--- config.mk ---
export PLATFORM = sky130hd
export DESIGN_NAME = piso_frame_serializer
export DESIGN_NICKNAME = d
export VERILOG_FILES = /design/src/rtl/piso_frame_serializer.sv
export SDC_FILE = /design/constraint.sdc
export NUM_CORES = 1
export LEC_CHECK = 0
export ABC_CLOCK_PERIOD_IN_PS = 1300
export CAP_MARGIN = 0
export CORE_ASPECT_RATIO = 0.9
export CORE_MARGIN = 3
export CORE_UTILIZATION = 23
export DETAILED_ROUTE_END_ITERATION = 8
export PLACE_DENSITY = 0.46
export SLEW_MARGIN = 5
export SYNTH_ARGS = -nofsm -noshare
export SYNTH_HDL_FRONTEND = slang
export SYNTH_SLANG_ARGS = --single-unit
--- constraint.sdc ---
create_clock -name clk -period 1.3 [get_ports clk]
set_input_delay 0.39 -clock clk [delete_from_list [all_inputs] [get_ports clk]]
set_output_delay 0.39 -clock clk [all_outputs]
set_load 0.01 [all_outputs]
--- src/rtl/piso_frame_serializer.sv ---
// Parallel-in/serial-out framer: captures one word in IDLE and emits it one bit per cycle.
// Optional even-parity bit after the data bits when SERIALIZER_PARITY_EN is defined.
module piso_frame_serializer #(
    parameter int unsigned WIDTH      = 8,
    parameter int unsigned MSB_FIRST  = 1,
    parameter int unsigned GAP_CYCLES = 0
) (
    input  logic             clk,
    input  logic             reset,
    input  logic [WIDTH-1:0] data_in,
    input  logic             data_valid,
    output logic             data_ready,
    output logic             bit_out,
    output logic             bit_valid,
    output logic             busy,
    output logic             frame_done,
    output logic [15:0]      frame_count
);
    localparam int unsigned CNT_W    = $clog2(WIDTH + 1);
    localparam int unsigned GAP_W    = 4;
    localparam int unsigned GAP_LAST = (GAP_CYCLES > 0) ? GAP_CYCLES - 1 : 0;
    localparam bit          MSB      = (MSB_FIRST != 0);

`ifdef SERIALIZER_PARITY_EN
    typedef enum logic [1:0] {IDLE = 2'd0, SHIFT = 2'd1, GAP = 2'd2, PARITY = 2'd3} state_t;
`else
    typedef enum logic [1:0] {IDLE = 2'd0, SHIFT = 2'd1, GAP = 2'd2} state_t;
`endif

    localparam state_t POST_FRAME = (GAP_CYCLES > 0) ? GAP : IDLE;

    state_t             state, state_n;
    logic [WIDTH-1:0]   shreg, shreg_n;
    logic [CNT_W-1:0]   cnt, cnt_n;
    logic [GAP_W-1:0]   gap_cnt, gap_n;
    logic               ready_n, bit_n, valid_n, busy_n, done_n;
    logic [15:0]        count_n;
`ifdef SERIALIZER_PARITY_EN
    logic               par_q, par_n;
`endif

    // Next bit to send from a word, honouring the configured bit order
    function automatic logic head(input logic [WIDTH-1:0] w);
        return MSB ? w[WIDTH-1] : w[0];
    endfunction

    // Word with the head bit consumed
    function automatic logic [WIDTH-1:0] advance(input logic [WIDTH-1:0] w);
        return MSB ? (w << 1) : (w >> 1);
    endfunction

    // Outputs are registered, so each transition also computes what the next cycle shows
    always_comb begin
        state_n = state;
        shreg_n = shreg;
        cnt_n   = cnt;
        gap_n   = gap_cnt;
        bit_n   = 1'b0;
        valid_n = 1'b0;
        done_n  = 1'b0;
        count_n = frame_count + 16'(frame_done);
`ifdef SERIALIZER_PARITY_EN
        par_n   = par_q;
`endif
        case (state)
            IDLE: begin
                if (data_valid && data_ready) begin
                    state_n = SHIFT;
                    valid_n = 1'b1;
                    bit_n   = head(data_in);
                    shreg_n = advance(data_in);
                    cnt_n   = CNT_W'(1);
`ifdef SERIALIZER_PARITY_EN
                    par_n   = ^data_in;
`endif
                end
            end
            SHIFT: begin
                if (cnt < CNT_W'(WIDTH)) begin
                    valid_n = 1'b1;
                    bit_n   = head(shreg);
                    shreg_n = advance(shreg);
                    cnt_n   = cnt + CNT_W'(1);
`ifndef SERIALIZER_PARITY_EN
                    done_n  = (cnt == CNT_W'(WIDTH - 1));
`endif
                end else begin
`ifdef SERIALIZER_PARITY_EN
                    state_n = PARITY;
                    valid_n = 1'b1;
                    bit_n   = par_q;
                    done_n  = 1'b1;
`else
                    state_n = POST_FRAME;
                    gap_n   = '0;
`endif
                end
            end
`ifdef SERIALIZER_PARITY_EN
            PARITY: begin
                state_n = POST_FRAME;
                gap_n   = '0;
            end
`endif
            GAP: begin
                if (gap_cnt == GAP_W'(GAP_LAST)) begin
                    state_n = IDLE;
                end else begin
                    gap_n = gap_cnt + GAP_W'(1);
                end
            end
            default: state_n = IDLE;
        endcase
        ready_n = (state_n == IDLE);
        busy_n  = (state_n != IDLE);
    end

    // State and registered outputs
    always_ff @(posedge clk or posedge reset) begin
        if (reset) begin
            state       <= IDLE;
            shreg       <= '0;
            cnt         <= '0;
            gap_cnt     <= '0;
            data_ready  <= 1'b0;
            bit_out     <= 1'b0;
            bit_valid   <= 1'b0;
            busy        <= 1'b0;
            frame_done  <= 1'b0;
            frame_count <= '0;
`ifdef SERIALIZER_PARITY_EN
            par_q       <= 1'b0;
`endif
        end else begin
            state       <= state_n;
            shreg       <= shreg_n;
            cnt         <= cnt_n;
            gap_cnt     <= gap_n;
            data_ready  <= ready_n;
            bit_out     <= bit_n;
            bit_valid   <= valid_n;
            busy        <= busy_n;
            frame_done  <= done_n;
            frame_count <= count_n;
`ifdef SERIALIZER_PARITY_EN
            par_q       <= par_n;
`endif
        end
    end
endmodule

==> flow_metrics.env <==
export IMPL_status="finished with violations"
export IMPL_failed_checks="negative setup slack"
export IMPL_cp_slowest_cell="dfrtp_1"
export IMPL_use_met3=0.0271
export IMPL_grtUsageTotal=0.0956
export IMPL_period_share=1.07
export IMPL_ioPinCount=32
export IMPL_drv_cap=0
export IMPL_clock_latency_ns=0.29
export IMPL_syn_nets=160
export IMPL_cp_cell_sequence="buf_6 > nand3b_4 > a21oi_4 > buf_12 > mux2_4"
export IMPL_design_area_sq_mm=0.00273
export IMPL_cts_buffers_inserted=5
export IMPL_hold_violations=0
export IMPL_fin_tns_setup_ns=-0.800
export IMPL_critical_path_class="flop to flop"
export IMPL_antenna_cells=0
export IMPL_cp_start_kind="flop"
export IMPL_clock_sinks=38
export IMPL_ir_drop_v=0.000975
export IMPL_fin_nets=238
export IMPL_netlist_area_sq_mm=0.00179
export IMPL_layout_common_cells="dfrtp_1 (38), buf_4 (33), buf_2 (17), xor2_1 (12), buf_6 (10)"
export IMPL_worst_pin_slew_ns=0.233
export IMPL_antenna_found_initial=0
export IMPL_die_h_um=89.7
export IMPL_busiest_layer="met2"
export IMPL_syn_inst=144
export IMPL_layout_commonest_cell="dfrtp_1"
export IMPL_setup_viol=13
export IMPL_path_clk_slew_ns=0.08
export IMPL_r2r_start="state[0]"
export IMPL_grt_start_max_net_pins=39
export IMPL_drcViolationCount=0
export IMPL_ys_ff_latch=38
export IMPL_slew_violations=0
export IMPL_wirelength_um=4130
export IMPL_first_pass_iters=4
export IMPL_end_kind="flop"
export IMPL_coreArea_sq_mm=0.00729
export IMPL_hold_class="input port to async pin"
export IMPL_vias=1316
export IMPL_cts_max_level=2
export IMPL_drive_gt1_frac=0.498
export IMPL_wl_per_cell_um=13.1
export IMPL_avgSynthCellArea_sq_um=12.4
export IMPL_root_buffer="clkbuf_8"
export IMPL_yosysSeqAreaShare=0.531
export IMPL_place_area_sq_mm=0.00246
export IMPL_ys_types=38
export IMPL_gp_congestion=0.689
export IMPL_setup_ws_ns=-0.0968
export IMPL_dp_hpwl_um=2710
export IMPL_min_period_ns=1.40
export IMPL_fmax_mhz=716
export IMPL_grt_util_met1=0.132
export IMPL_power_density_mw_per_mm2=1640
export IMPL_rsz0062_at_grt="yes"
export IMPL_placed_cells=296
export IMPL_grt_use_met2=0.147
export IMPL_grt_pass1_vias=1396
export IMPL_crit_path_start="state[0]"
export IMPL_maxSlewHeadroom=0.845
export IMPL_initial_utilization=0.245
export IMPL_syn_to_final_growth_pct=52.7
export IMPL_ant_nets=0
export IMPL_num_rows=29
export IMPL_crit_arrival_ns=1.57
export IMPL_p_leak_nw=1.44
export IMPL_max_stage_delay_ns=0.40
export IMPL_stdcell_count=316
export IMPL_clockBufferDepth=2
export IMPL_fp_dieW_um=99.0
export IMPL_port_buffers=31
export IMPL_grt_pass1_wl_um=6860
export IMPL_cts_tree="built"
export IMPL_viasPerCell=4.16
export IMPL_grt_ovfl_total=0
export IMPL_crit_fanout=8
export IMPL_required_ns=1.47
export IMPL_cts_hold_buffers_added=0
export IMPL_drt_iter0_drc=29
export IMPL_clock_skew_ns=0.00521
export IMPL_yosysWarnings=0
export IMPL_dieArea_sq_mm=0.00888
per-stage QoR:
stage | setup slack [ns] | total power, mW | hold WS [ns] | utilization
floorplan | -0.109 | 2.73 | 0.464 | -
global placement | -0.451 | 3.45 | 0.494 | 0.338
detailed placement | -0.469 | 3.46 | 0.491 | 0.338
CTS | -0.107 | 4.49 | 0.464 | 0.365
global route | -0.156 | 4.79 | 0.486 | 0.375
finish | -0.0968 | 4.47 | 0.451 | 0.375
sequential cells by signal, summed over array words and instances (netlist names):
signal,cells
state,2
frame_done,1
shreg,7
gap_cnt,4
busy,1
frame_count,16
bit_out,1
cnt,4
bit_valid,1
data_ready,1
worst paths after layout:
path | cells after the start | to | slack (ns)
setup / recovery | 5 | shreg[6] | -0.1
max in group asynchronous | 3 | gap_cnt[1] | 0.63
min in group clk | 1 | cnt[2] | 0.51
hold / removal | 3 | frame_count[4] | 0.45
hold reg to reg | 1 | cnt[2] | 0.51
setup reg to reg | 5 | shreg[6] | -0.1
worst max-delay path: cells and delay by family (launching register included):
kind	cells	cell delay [ns]
mux	1	0.30
simple gates	1	0.16
buf+inv	2	0.28
flops	1	0.40
compound gates	1	0.15
synth_stat cells:
master      n  share of area
a21oi_1     2         0.0056
a21oi_4     1         0.0091
a22o_1      1         0.0049
a31oi_1     1         0.0035
a41oi_1     1         0.0049
and3_1      1         0.0035
buf_2       2         0.0056
buf_6       2          0.013
dfrtp_1    38           0.53
ha_1        5          0.035
inv_1       8          0.017
mux2_1      2          0.013
mux2_2      7          0.044
mux2_4      3          0.025
mux2i_1     1         0.0056
nand2_1    10          0.021
nand2b_1    4          0.014
nand2b_4    1         0.0077
nand3_1     5          0.014
nand3_2     1         0.0056
nand3b_1    1         0.0042
nand3b_4    1          0.011
nand4_1     3          0.010
nand4_4     1          0.012
nor2_1      6          0.013
nor2b_1     1         0.0035
nor3_1      4          0.011
nor3b_1     2         0.0084
nor4_2      4          0.028
o211ai_1    2         0.0084
o21a_1      1         0.0042
o21ai_0     3         0.0084
o221ai_1    1         0.0049
o2bb2ai_1   1         0.0049
o41ai_2     1         0.0091
or2_1       1         0.0035
xnor2_1     3          0.015
xor2_1     12          0.059
where the power goes:
group | switching, mW | leakage [nW] | internal (mW)
registers | 0.192 | 0.498 | 1.48
logic | 0.776 | 0.894 | 1.18
clock network | 0.421 | 0.0482 | 0.428
total | 1.39 | 1.44 | 3.08
cell type report:
class                      instances  area [sq um]
clock buffer                       7          86.3
multi-input combinational         94           946
tap                               93           116
fill                             718          4560
inverter                           8          30.0
sequential                        38           951
clock inverter                     1          5.00
timing repair buffer              75           599
per-layer routing:
metal / vias to the layer above / part of all wire
met2: 29 / 0.45
met4: 0 / 0.0068
met1: 630 / 0.49
met5: - / 0
met3: 4 / 0.052
li1: 653 / -
logic make-up (layout without fill, tap and decap cells):
group	after synthesis	in the layout	synth area share
simple gates	46	46	0.171
mux	13	13	0.0874
buf+inv	12	91	0.0349
fa+ha+maj	5	5	0.0349
flops	38	38	0.531
xor+xnor	15	15	0.0734
compound gates	15	15	0.0678
timing repair:
item                                    in CTS  in global routing
buffers inserted                             9                  3
resized for setup                           95                 30
pin swaps                                   11                 18
endpoints found under the setup margin      41                 37
(Power assumes the default switching activity.)
